`config.mk`:
```
export PLATFORM = sky130hd
export DESIGN_NAME = div_result_bcd
export DESIGN_NICKNAME = d
export VERILOG_FILES = /design/src/rtl/div_pkg.sv /design/src/rtl/bcd_shift_core.sv /design/src/rtl/div_result_bcd.sv
export SDC_FILE = /design/constraint.sdc
export NUM_CORES = 1
export LEC_CHECK = 0
export ABC_AREA = 1
export ABC_CLOCK_PERIOD_IN_PS = 2800
export CAP_MARGIN = 20
export CELL_PAD_IN_SITES_DETAIL_PLACEMENT = 1
export CELL_PAD_IN_SITES_GLOBAL_PLACEMENT = 1
export CORE_AREA = 2 2 131 69
export CTS_CLUSTER_DIAMETER = 150
export DETAILED_ROUTE_END_ITERATION = 8
export DIE_AREA = 0 0 133 71
export PLACE_DENSITY_LB_ADDON = 0.15
export SLEW_MARGIN = 25
export SYNTH_ARGS = -nofsm -noshare
export SYNTH_HDL_FRONTEND = slang
export SYNTH_SLANG_ARGS = --single-unit
```
`constraint.sdc`:
```
create_clock -name Clk -period 2.8 [get_ports Clk]
set_input_delay 0.28 -clock Clk [delete_from_list [all_inputs] [get_ports Clk]]
set_output_delay 0.28 -clock Clk [all_outputs]
set_load 0.01 [all_outputs]
```
`src/rtl/div_pkg.sv`:
```
// div_pkg: shared state encoding, BCD sizing helper and add-3 threshold for div_result_bcd.
package div_pkg;
    typedef enum logic [1:0] {IDLE, SHIFT, HOLD} state_t;

    localparam logic [3:0] ADD3_MIN = 4'd5;

    // Number of decimal digits needed to represent 2^width-1.
    function automatic int bcd_digits(input int width);
        longint max_val = (longint'(1) << width) - 1;
        longint p = 10;
        int d = 1;
        while (p <= max_val) begin
            p = p * 10;
            d = d + 1;
        end
        return d;
    endfunction
endpackage

```
`src/rtl/bcd_shift_core.sv`:
```
// bcd_shift_core: one value's binary shift register and BCD accumulator, one double-dabble step per enable.
import div_pkg::*;

module bcd_shift_core #(
    parameter int W = 8,
    parameter int D = 3
) (
    input  logic           clk,
    input  logic           rst,
    input  logic           load,
    input  logic           step,
    input  logic [W-1:0]   bin_in,
    output logic [4*D-1:0] bcd
);
    logic [W-1:0]   bin;
    logic [4*D-1:0] adj;

    for (genvar i = 0; i < D; i++) begin : g_adj
        assign adj[4*i+:4] = (bcd[4*i+:4] >= ADD3_MIN) ? bcd[4*i+:4] + 4'd3 : bcd[4*i+:4];
    end

    always_ff @(posedge clk) begin
        if (rst) begin
            bcd <= '0;
            bin <= '0;
        end else if (load) begin
            bcd <= '0;
            bin <= bin_in;
        end else if (step) begin
            {bcd, bin} <= {adj, bin} << 1;
        end
    end
endmodule

```
`src/rtl/div_result_bcd.sv`:
```
// div_result_bcd: captures divider quotient/remainder on Ready rise, converts both to BCD serially,
// and presents them over a valid/ready handshake.
import div_pkg::*;

module div_result_bcd #(
    parameter int INPUT_BIT_WIDTH = 8,
    parameter int DIGITS          = 3
) (
    input  logic                       Clk,
    input  logic                       Reset,
    input  logic                       InValid,
    input  logic [INPUT_BIT_WIDTH-1:0] Quotient,
    input  logic [INPUT_BIT_WIDTH-1:0] Remainder,
    output logic                       Busy,
    output logic                       OutValid,
    input  logic                       OutReady,
    output logic [4*DIGITS-1:0]        QuotientBcd,
    output logic [4*DIGITS-1:0]        RemainderBcd,
    output logic                       Overrun
);
    localparam int CW = $clog2(INPUT_BIT_WIDTH + 1);

    if (DIGITS < bcd_digits(INPUT_BIT_WIDTH)) begin : g_digits_check
        $fatal(1, "DIGITS too small for INPUT_BIT_WIDTH");
    end

    state_t              state, state_n;
    logic                hist, rise, capture, step, load_out;
    logic [CW-1:0]       cnt, cnt_n;
    logic [4*DIGITS-1:0] q_bcd, r_bcd;

    assign rise     = InValid & ~hist;
    assign capture  = rise & ((state == IDLE) | ((state == HOLD) & OutReady));
    assign step     = (state == SHIFT) & (cnt != '0);
    // Outputs load one cycle after the last shift, once the accumulators hold the final digits.
    assign load_out = (state == SHIFT) & (cnt == '0);
    assign Busy     = state != IDLE;
    assign OutValid = state == HOLD;

    always_comb begin
        state_n = state;
        cnt_n   = capture ? CW'(INPUT_BIT_WIDTH) : step ? cnt - 1'b1 : cnt;
        case (state)
            IDLE:    state_n = capture ? SHIFT : IDLE;
            SHIFT:   state_n = load_out ? HOLD : SHIFT;
            HOLD:    state_n = OutReady ? (capture ? SHIFT : IDLE) : HOLD;
            default: state_n = IDLE;
        endcase
    end

    always_ff @(posedge Clk) begin
        if (Reset) begin
            state        <= IDLE;
            hist         <= 1'b0;
            cnt          <= '0;
            QuotientBcd  <= '0;
            RemainderBcd <= '0;
            Overrun      <= 1'b0;
        end else begin
            state <= state_n;
            hist  <= InValid;
            cnt   <= cnt_n;
            if (load_out) begin
                QuotientBcd  <= q_bcd;
                RemainderBcd <= r_bcd;
            end
            if (rise & ~capture) Overrun <= 1'b1;
        end
    end

    bcd_shift_core #(.W(INPUT_BIT_WIDTH), .D(DIGITS)) u_q (
        .clk(Clk), .rst(Reset), .load(capture), .step(step), .bin_in(Quotient), .bcd(q_bcd)
    );

    bcd_shift_core #(.W(INPUT_BIT_WIDTH), .D(DIGITS)) u_r (
        .clk(Clk), .rst(Reset), .load(capture), .step(step), .bin_in(Remainder), .bcd(r_bcd)
    );
endmodule

```
Word level (Yosys, flattened, before mapping). Cells that the tools add are included.

Add/subtract/negate cells: 7. Reduce and logical (&&, ||, !) cells: 6. Equality and inequality tests: 2. Bitwise logic cells: 9. Magnitude comparators: 6. Muxes and demuxes: 16.

Operators with widths (count): $mux 8 (4); $ge 4x3->1 const B (6); $mux 4 (6); $add 4x2->4 const B (4); $add 3x2->3 const B (2); $and 1x1->1 (6); $mux 3 (2); $pmux 2 s3 (1); $logic_not 4->1 (1); $mux 2 (2); $reduce_bool 2->1 (2); $reduce_bool 4->1 (1); $sub 4x1->4 const B (1); $eq 2x1->1 const B (1); $eq 2x2->1 const B (1); $logic_not 2->1 (1); $not 1->1 (2); $reduce_or 2->1 (1); $mux 1 (1); $or 1x1->1 (1).

Word-level logic and storage cells: 57. Register bits after elaboration: 72. Output and inout bits: 27.

Longest topological paths before layout. Gate-level depths: netlist of run 1.

Word-level depth: 7. Depth in mapped cells: 11.

By module. A second synthesis of run 1 with hierarchy kept.

Cell total of the unflattened synthesis: 466. Area, all modules: 3457.1 um2.

Modules (own cells, without submodules): bcd_shift_core (times used 2, area each 1079.8 um2, cells each 153); div_result_bcd (times used 1, area each 1297.5 um2, cells each 160).

Worst setup path after synthesis of run 1. Ideal clock, no wire load.

Kind: reg2reg. Start point: register cnt[0]. End point: register u_r.bin[7]. Cell stages (with the launch flop): 10. Arrival: 1.232 ns. Period minus slack after synthesis: 1.349 ns. Slack: 1.451 ns. Data required time: 2.683 ns. Buffers on the path: 1. Path through: dfxtp_1 > inv_1 > ha_1 > nand2_2 > nand2_2 > buf_4 > o21ai_0 > nand2_1 > inv_1 > nor2_1.

Word-level cells in the longest chain between the ends: 3.

Ends and longest elaborated chain: start, declared (RTL line div_result_bcd.sv:29) `logic [CW-1:0] cnt, cnt_n;`; start signal, assigned (RTL line div_result_bcd.sv:62) `cnt <= cnt_n;`; $reduce_bool 4->1 (RTL line div_result_bcd.sv:34) `assign step = (state == SHIFT) & (cnt != '0);`; $and 1x1->1 (RTL line div_result_bcd.sv:34); $reduce_bool 2->1 (no line); end signal, assigned (RTL line bcd_shift_core.sv:28) `bin <= bin_in;`; end signal, assigned (RTL line bcd_shift_core.sv:30) `{bcd, bin} <= {adj, bin} << 1;`; end, declared (RTL line bcd_shift_core.sv:15) `logic [W-1:0] bin;`.

No other way between the ends. A chain may end at the register's enable or synchronous reset.

Final worst setup path of run 1.
Start point: register cnt[0]. End point: register u_r.bin[6].

Same word-level chain as after synthesis.

==> run summary, run 1 <==
Status -> completed
Pin count of the biggest net entering global routing -> 38
Post-CTS Setup Bufs -> 0
Pwr dens -> 627 mW/mm2
Via Count -> 3237
Layout cells sized above 1 -> 5.90%
H-tree Lvls -> 3
Avg Cell Area, Syn -> 6.91 um2
Number of buffers created by CTS -> 9
#FFs+latches synth -> 72
N_diodes -> 0
Drt wl/cell -> 14.2 um
Routability Congestion -> 0.781
Vias in the first global route -> 3224
Global-route wire length before repair -> 15.8 mm
CP max-delay cell -> nand2_2
WS Path Type -> flop to flop
Cell count after synthesis -> 495
Io pins -> 47
Core area -> 0.00838 mm2
Static Leak -> 0.00183 uW
Skew final -> 0.00470 ns
Dpl cells -> 643
Fillcell total -> 1057
CTS Hold Bufs -> 0
Cell repeated most along the worst path -> nand2_2
VDD IR max -> 0.000336 V
Period minus WS final -> 2.00 ns
Clk pin slew, worst setup/hold paths -> 0.05 ns
Die height -> 71 um
Final setup fails -> 0
Clock tree buffer depth -> 2
Cell variety after synth -> 22
Crit path capture type -> flop
Post-layout nets -> 570
Setup TNS -> 0 ns
FF/Latch Area -> 0.00144 mm2
Non-filler cells, final -> 659
Worst hold-check path type -> flop to flop
Final period utilization -> 71.4%
Post-Route WL -> 9.33 mm
Initial antenna violation count -> 0
Post-Syn Area -> 0.00342 mm2
Vias per inst -> 4.91
Area occupied by multi-input gates -> 0.00158 mm2
Post-cts repair resize count -> 0
Post-DRT Antenna Nets -> 0
Die Width -> 133 um
Total Routing Usage GR -> 21.1%
F_max -> 500 MHz
Worst-path cell chain -> inv_1, ha_1, nand2_2, nand2_2, nand2_4, o21ai_0, nor2_1
Yosys warns -> 0
Hold endpoint -> u_r.bcd[0]
RSZ-0062 raised after global routing -> false
Worst hold start -> u_r.bin[7]
Worst EP required -> 3.02 ns
Min-Delay Path Depth -> 2
Die area -> 0.00944 mm2
Post-layout util -> 50.8%
Max-slew violation count -> 0
Max-Cap Viols -> 0
Slew headroom -> 54.6%
Final Hold Fails -> 0
CP peak stage delay -> 0.52 ns
Max Fanout on Critical Path -> 31
Port Buf Inserts -> 46
Drt first pass iters -> 4
CTS sink count -> 72
Area grow syn2layout -> 24.4%
CP Launch Type -> flop
Root Buffer -> clkbuf_16
R2R cell count -> 7
Total gr overflow -> 0
R2r setup slk -> 0.80 ns
Iter 0 DRT Violations -> 162
DRC errors left -> 0
CTS tree -> built
Post-synthesis sequential area ratio -> 42.2%
Clock Latency Late Sink -> 0.33 ns
Dpl hpwl -> 6.54 mm
Initial core utilization -> 40.8%
FF-to-FF End -> u_r.bin[6]
Row cnt -> 24
Critical path arrival -> 2.22 ns
Mapped Nets -> 528
Reg2reg start -> cnt[0]
Slew @ Worst Pin -> 0.678 ns
cells by family after synthesis:
kind of cell / Yosys count / synth area share [%]
AO/OA/AOI/OAI: 93 / 13.7
buffers and inverters: 95 / 11.6
flip-flops: 72 / 42.2
AND/OR/NAND/NOR: 222 / 27.7
adder cells (fa/ha/maj): 13 / 4.76
synthesized netlist by cell type:
master	number	area, um2
o21ai_0	42	210
buf_4	6	45.0
nand2_1	103	387
nor2_4	1	11.3
nand3_1	30	150
nand2_4	1	11.3
nand4_1	11	68.8
nor3_1	5	25.0
o21ai_1	7	35.0
buf_2	9	45.0
a21oi_2	1	8.76
buf_6	1	11.3
nand3_4	1	17.5
clkbuf_1	6	22.5
dfxtp_1	72	1440
nand2_2	4	25.0
inv_1	72	270
ha_1	13	163
a21oi_1	43	215
inv_2	1	3.75
nor2_1	64	240
nor2_2	2	12.5
layer usage:
layer,vias up,global-route usage (%),routed length (um)
met5,-,0,0
li1,1644,-,-
met3,7,5.45,333
met2,40,32.8,4150
met1,1546,29.3,4770
met4,0,5.73,73
metrics by stage:
stage          hold WS [ns]  total power [uW]  instance area, um2  setup slack [ns]
2_1_floorplan         0.349              1370                3420              1.45
3_3_place_gp          0.449              1520                3960             0.861
3_5_place_dp          0.460              1530                3960             0.747
4_1_cts               0.468              2700                4260             0.767
5_1_grt               0.490              2800                4260             0.566
6_report              0.465              2670                4260             0.802
final cells by class:
cell class / instances / area share [%]
Sequential cell: 72 / 33.9
Multi-Input combinational cell: 328 / 37.1
Timing Repair Buffer: 53 / 12.1
Inverter: 73 / 6.44
Clock inverter: 3 / 0.941
Clock buffer: 13 / 6.12
Tap cell: 117 / 3.44
registers in the layout, summed over array words and instances (netlist names):
register	flops
hist	1
cnt	4
u_r.bin	8
QuotientBcd	12
u_q.bcd	12
Overrun	1
RemainderBcd	12
u_q.bin	8
u_r.bcd	12
state	2
layout by cell type, fill, tap and decap left out, drive strengths merged:
master	count
ha	13
dfxtp	72
nand4	11
nand2	108
clkinv	2
o21ai	49
nor3	5
nand3	31
a21oi	44
clkdlybuf4s50	46
nor2	67
buf	7
bufinv	1
clkbuf	13
inv	73
report_power, final:
group	switching [uW]	internal, uW
logic	212	158
clock network	425	736
registers	42.2	1100
total	679	1990
how the worst max path moves through the flow:
stage,from,endpoint,slack [ns]
after floorplan,cnt[0],u_r.bin[7],1.45
after global placement,Reset,u_r.bcd[1],0.86
after detailed placement,Reset,u_q.bcd[1],0.75
after CTS,cnt[0],u_r.bin[6],0.77
after global routing,cnt[0],u_q.bin[1],0.57
final,cnt[0],u_r.bin[6],0.80
critical path: cells and delay by family, from the launching register on:
family	cells	cell delay [ns]
AO/OA/AOI/OAI	1	0.24
AND/OR/NAND/NOR	4	0.95
flip-flops	1	0.31
buffers and inverters	1	0.11
adder cells (fa/ha/maj)	1	0.26
(Power assumes the default switching activity.)
==> run 2, diff against run 1 <==
--- a/config.mk
+++ b/config.mk
@@ -6,14 +6,14 @@
 export NUM_CORES = 1
 export LEC_CHECK = 0
 export ABC_AREA = 1
-export ABC_CLOCK_PERIOD_IN_PS = 2800
+export ABC_CLOCK_PERIOD_IN_PS = 1850
 export CAP_MARGIN = 20
 export CELL_PAD_IN_SITES_DETAIL_PLACEMENT = 1
 export CELL_PAD_IN_SITES_GLOBAL_PLACEMENT = 1
-export CORE_AREA = 2 2 131 69
+export CORE_AREA = 2 2 136 72
 export CTS_CLUSTER_DIAMETER = 150
 export DETAILED_ROUTE_END_ITERATION = 8
-export DIE_AREA = 0 0 133 71
+export DIE_AREA = 0 0 138 74
 export PLACE_DENSITY_LB_ADDON = 0.15
 export SLEW_MARGIN = 25
 export SYNTH_ARGS = -nofsm -noshare
==> constraint.sdc (replaced) <==
create_clock -name Clk -period 1.85 [get_ports Clk]
set_input_delay 0.185 -clock Clk [delete_from_list [all_inputs] [get_ports Clk]]
set_output_delay 0.185 -clock Clk [all_outputs]
set_load 0.01 [all_outputs]
==> run 2 against run 1 <==
Via count hardly changed. Flip-flop and latch count stayed put. Clock power is 61% higher. Register-to-register slack worse by 0.53 ns. Clock skew is 0.0043 ns higher. Cell count is 1.4% higher. Sequential share of layout area is 0.69 points lower. Critical path depth is 4 lower. Setup slack worse by 0.55 ns. Routed wire length is 2.4% lower. Critical endpoint is now Busy. Die area is 8.1% higher.
==> run summary, run 2 (synthesis results as in run 1) <==
H-tree Lvls -> 3
Worst hold-check path type -> input pin to flop
Iter 0 DRT Violations -> 136
Post-Route WL -> 9.10 mm
Pwr dens -> 960 mW/mm2
Root Buffer -> clkbuf_16
Worst-path cell chain -> inv_1, nand2_1, clkdlybuf4s50_1
Skew final -> 0.00897 ns
Max-slew violation count -> 0
Static Leak -> 0.00187 uW
Die area -> 0.0102 mm2
R2R cell count -> 9
Core area -> 0.00907 mm2
Die Width -> 138 um
Layout cells sized above 1 -> 7.13%
Routability Congestion -> 0.738
Vias in the first global route -> 3180
Final setup fails -> 0
Global-route wire length before repair -> 15.4 mm
CP peak stage delay -> 0.52 ns
Setup ws final -> 0.252 ns
Post-route cell area -> 0.00434 mm2
Via Count -> 3239
Final Hold Fails -> 0
Placed inst area -> 0.00402 mm2
Status -> completed
Row cnt -> 25
Slew headroom -> 79.2%
Slew @ Worst Pin -> 0.311 ns
CTS Hold Bufs -> 0
Clk pin slew, worst setup/hold paths -> 0.06 ns
Clock tree buffer depth -> 2
Place WS -> 0.255 ns
Commonest non-fill, non-tap cell in the layout -> nand2_1
Clock Latency Late Sink -> 0.34 ns
Dpl hpwl -> 6.52 mm
Non-filler cells, final -> 668
Total gr overflow -> 0
Initial antenna violation count -> 0
Post-cts repair resize count -> 0
WS Path Type -> flop to output pin
Pin count of the biggest net entering global routing -> 39
Drt wl/cell -> 13.6 um
Min-Delay Path Depth -> 3
F_max -> 626 MHz
DRC errors left -> 0
Post-CTS Setup Bufs -> 0
Most frequent cells in the layout -> 103 x nand2_1, 72 x dfxtp_1, 72 x inv_1, 64 x nor2_1, 46 x clkdlybuf4s50_1
Die height -> 74 um
Drt first pass iters -> 4
Total Routing Usage GR -> 18.9%
Port Buf Inserts -> 46
Max-Cap Viols -> 0
Crit path capture type -> output pin
R2r setup slk -> 0.27 ns
Vias per inst -> 4.85
Setup TNS -> 0 ns
CP max-delay cell -> clkdlybuf4s50_1
Post-DRT Antenna Nets -> 0
Critical path arrival -> 1.41 ns
Post-layout nets -> 575
Final period utilization -> 86.4%
CTS sink count -> 72
VDD IR max -> 0.000437 V
Number of buffers created by CTS -> 9
RSZ-0062 raised after global routing -> false
Dpl cells -> 652
Period minus WS final -> 1.60 ns
Max Fanout on Critical Path -> 3
CTS tree -> built
Initial core utilization -> 37.7%
Worst EP required -> 1.66 ns
N_diodes -> 0
Io pins -> 47
Area grow syn2layout -> 27.0%
CP Launch Type -> flop
run 2: metal layers:
metal / up-vias / part of all wire (%) / GRT usage (%) / wire [um]
li1: 1662 / - / - / -
met1: 1535 / 52 / 25.7 / 4740
met2: 34 / 44 / 30.1 / 3980
met3: 8 / 3.4 / 5.47 / 305
met4: 0 / 0.79 / 4.76 / 72
met5: - / 0 / 0 / 0
run 2: worst max-delay path: cells and delay by family (launching register included):
| kind | cells | cell delay, ns |
|---|---|---|
| buffers and inverters | 2 | 0.63 |
| flip-flops | 1 | 0.37 |
| AND/OR/NAND/NOR | 1 | 0.08 |
run 2: final timing paths:
| path | startpoint | end |
|---|---|---|
| worst max-delay path | state[0] | Busy |
| worst min-delay path | InValid | hist |
| worst max register to register | cnt[0] | u_r.bin[3] |
| worst min register to register | u_q.bin[7] | u_q.bcd[0] |
run 2: through the flow:
| stage | util (%) | power (uW) | hold slack, ns |
|---|---|---|---|
| 6_report | 47.9 | 4170 | 0.413 |
| 5_1_grt | 47.9 | 4380 | 0.439 |
| 4_1_cts | 47.9 | 4220 | 0.402 |
| 3_5_place_dp | 44.3 | 2330 | 0.465 |
| 3_3_place_gp | 44.3 | 2310 | 0.450 |
| 2_1_floorplan | - | 2080 | 0.254 |
run 2: layout make-up:
class | instances | area [um2]
clock inverter | 6 | 82.6
timing repair buffer | 58 | 576
fill | 1144 | 4730
tap | 121 | 151
clock buffer | 10 | 239
inverter | 73 | 274
sequential | 72 | 1440
multi-input combinational | 328 | 1580
run 2: where the power goes:
| part | switching, uW | leakage, uW | internal [uW] |
|---|---|---|---|
| clock | 663 | 0.000158 | 1210 |
| sequential | 62.9 | 0.000587 | 1660 |
| combinational | 321 | 0.00112 | 257 |
| total | 1050 | 0.00187 | 3120 |
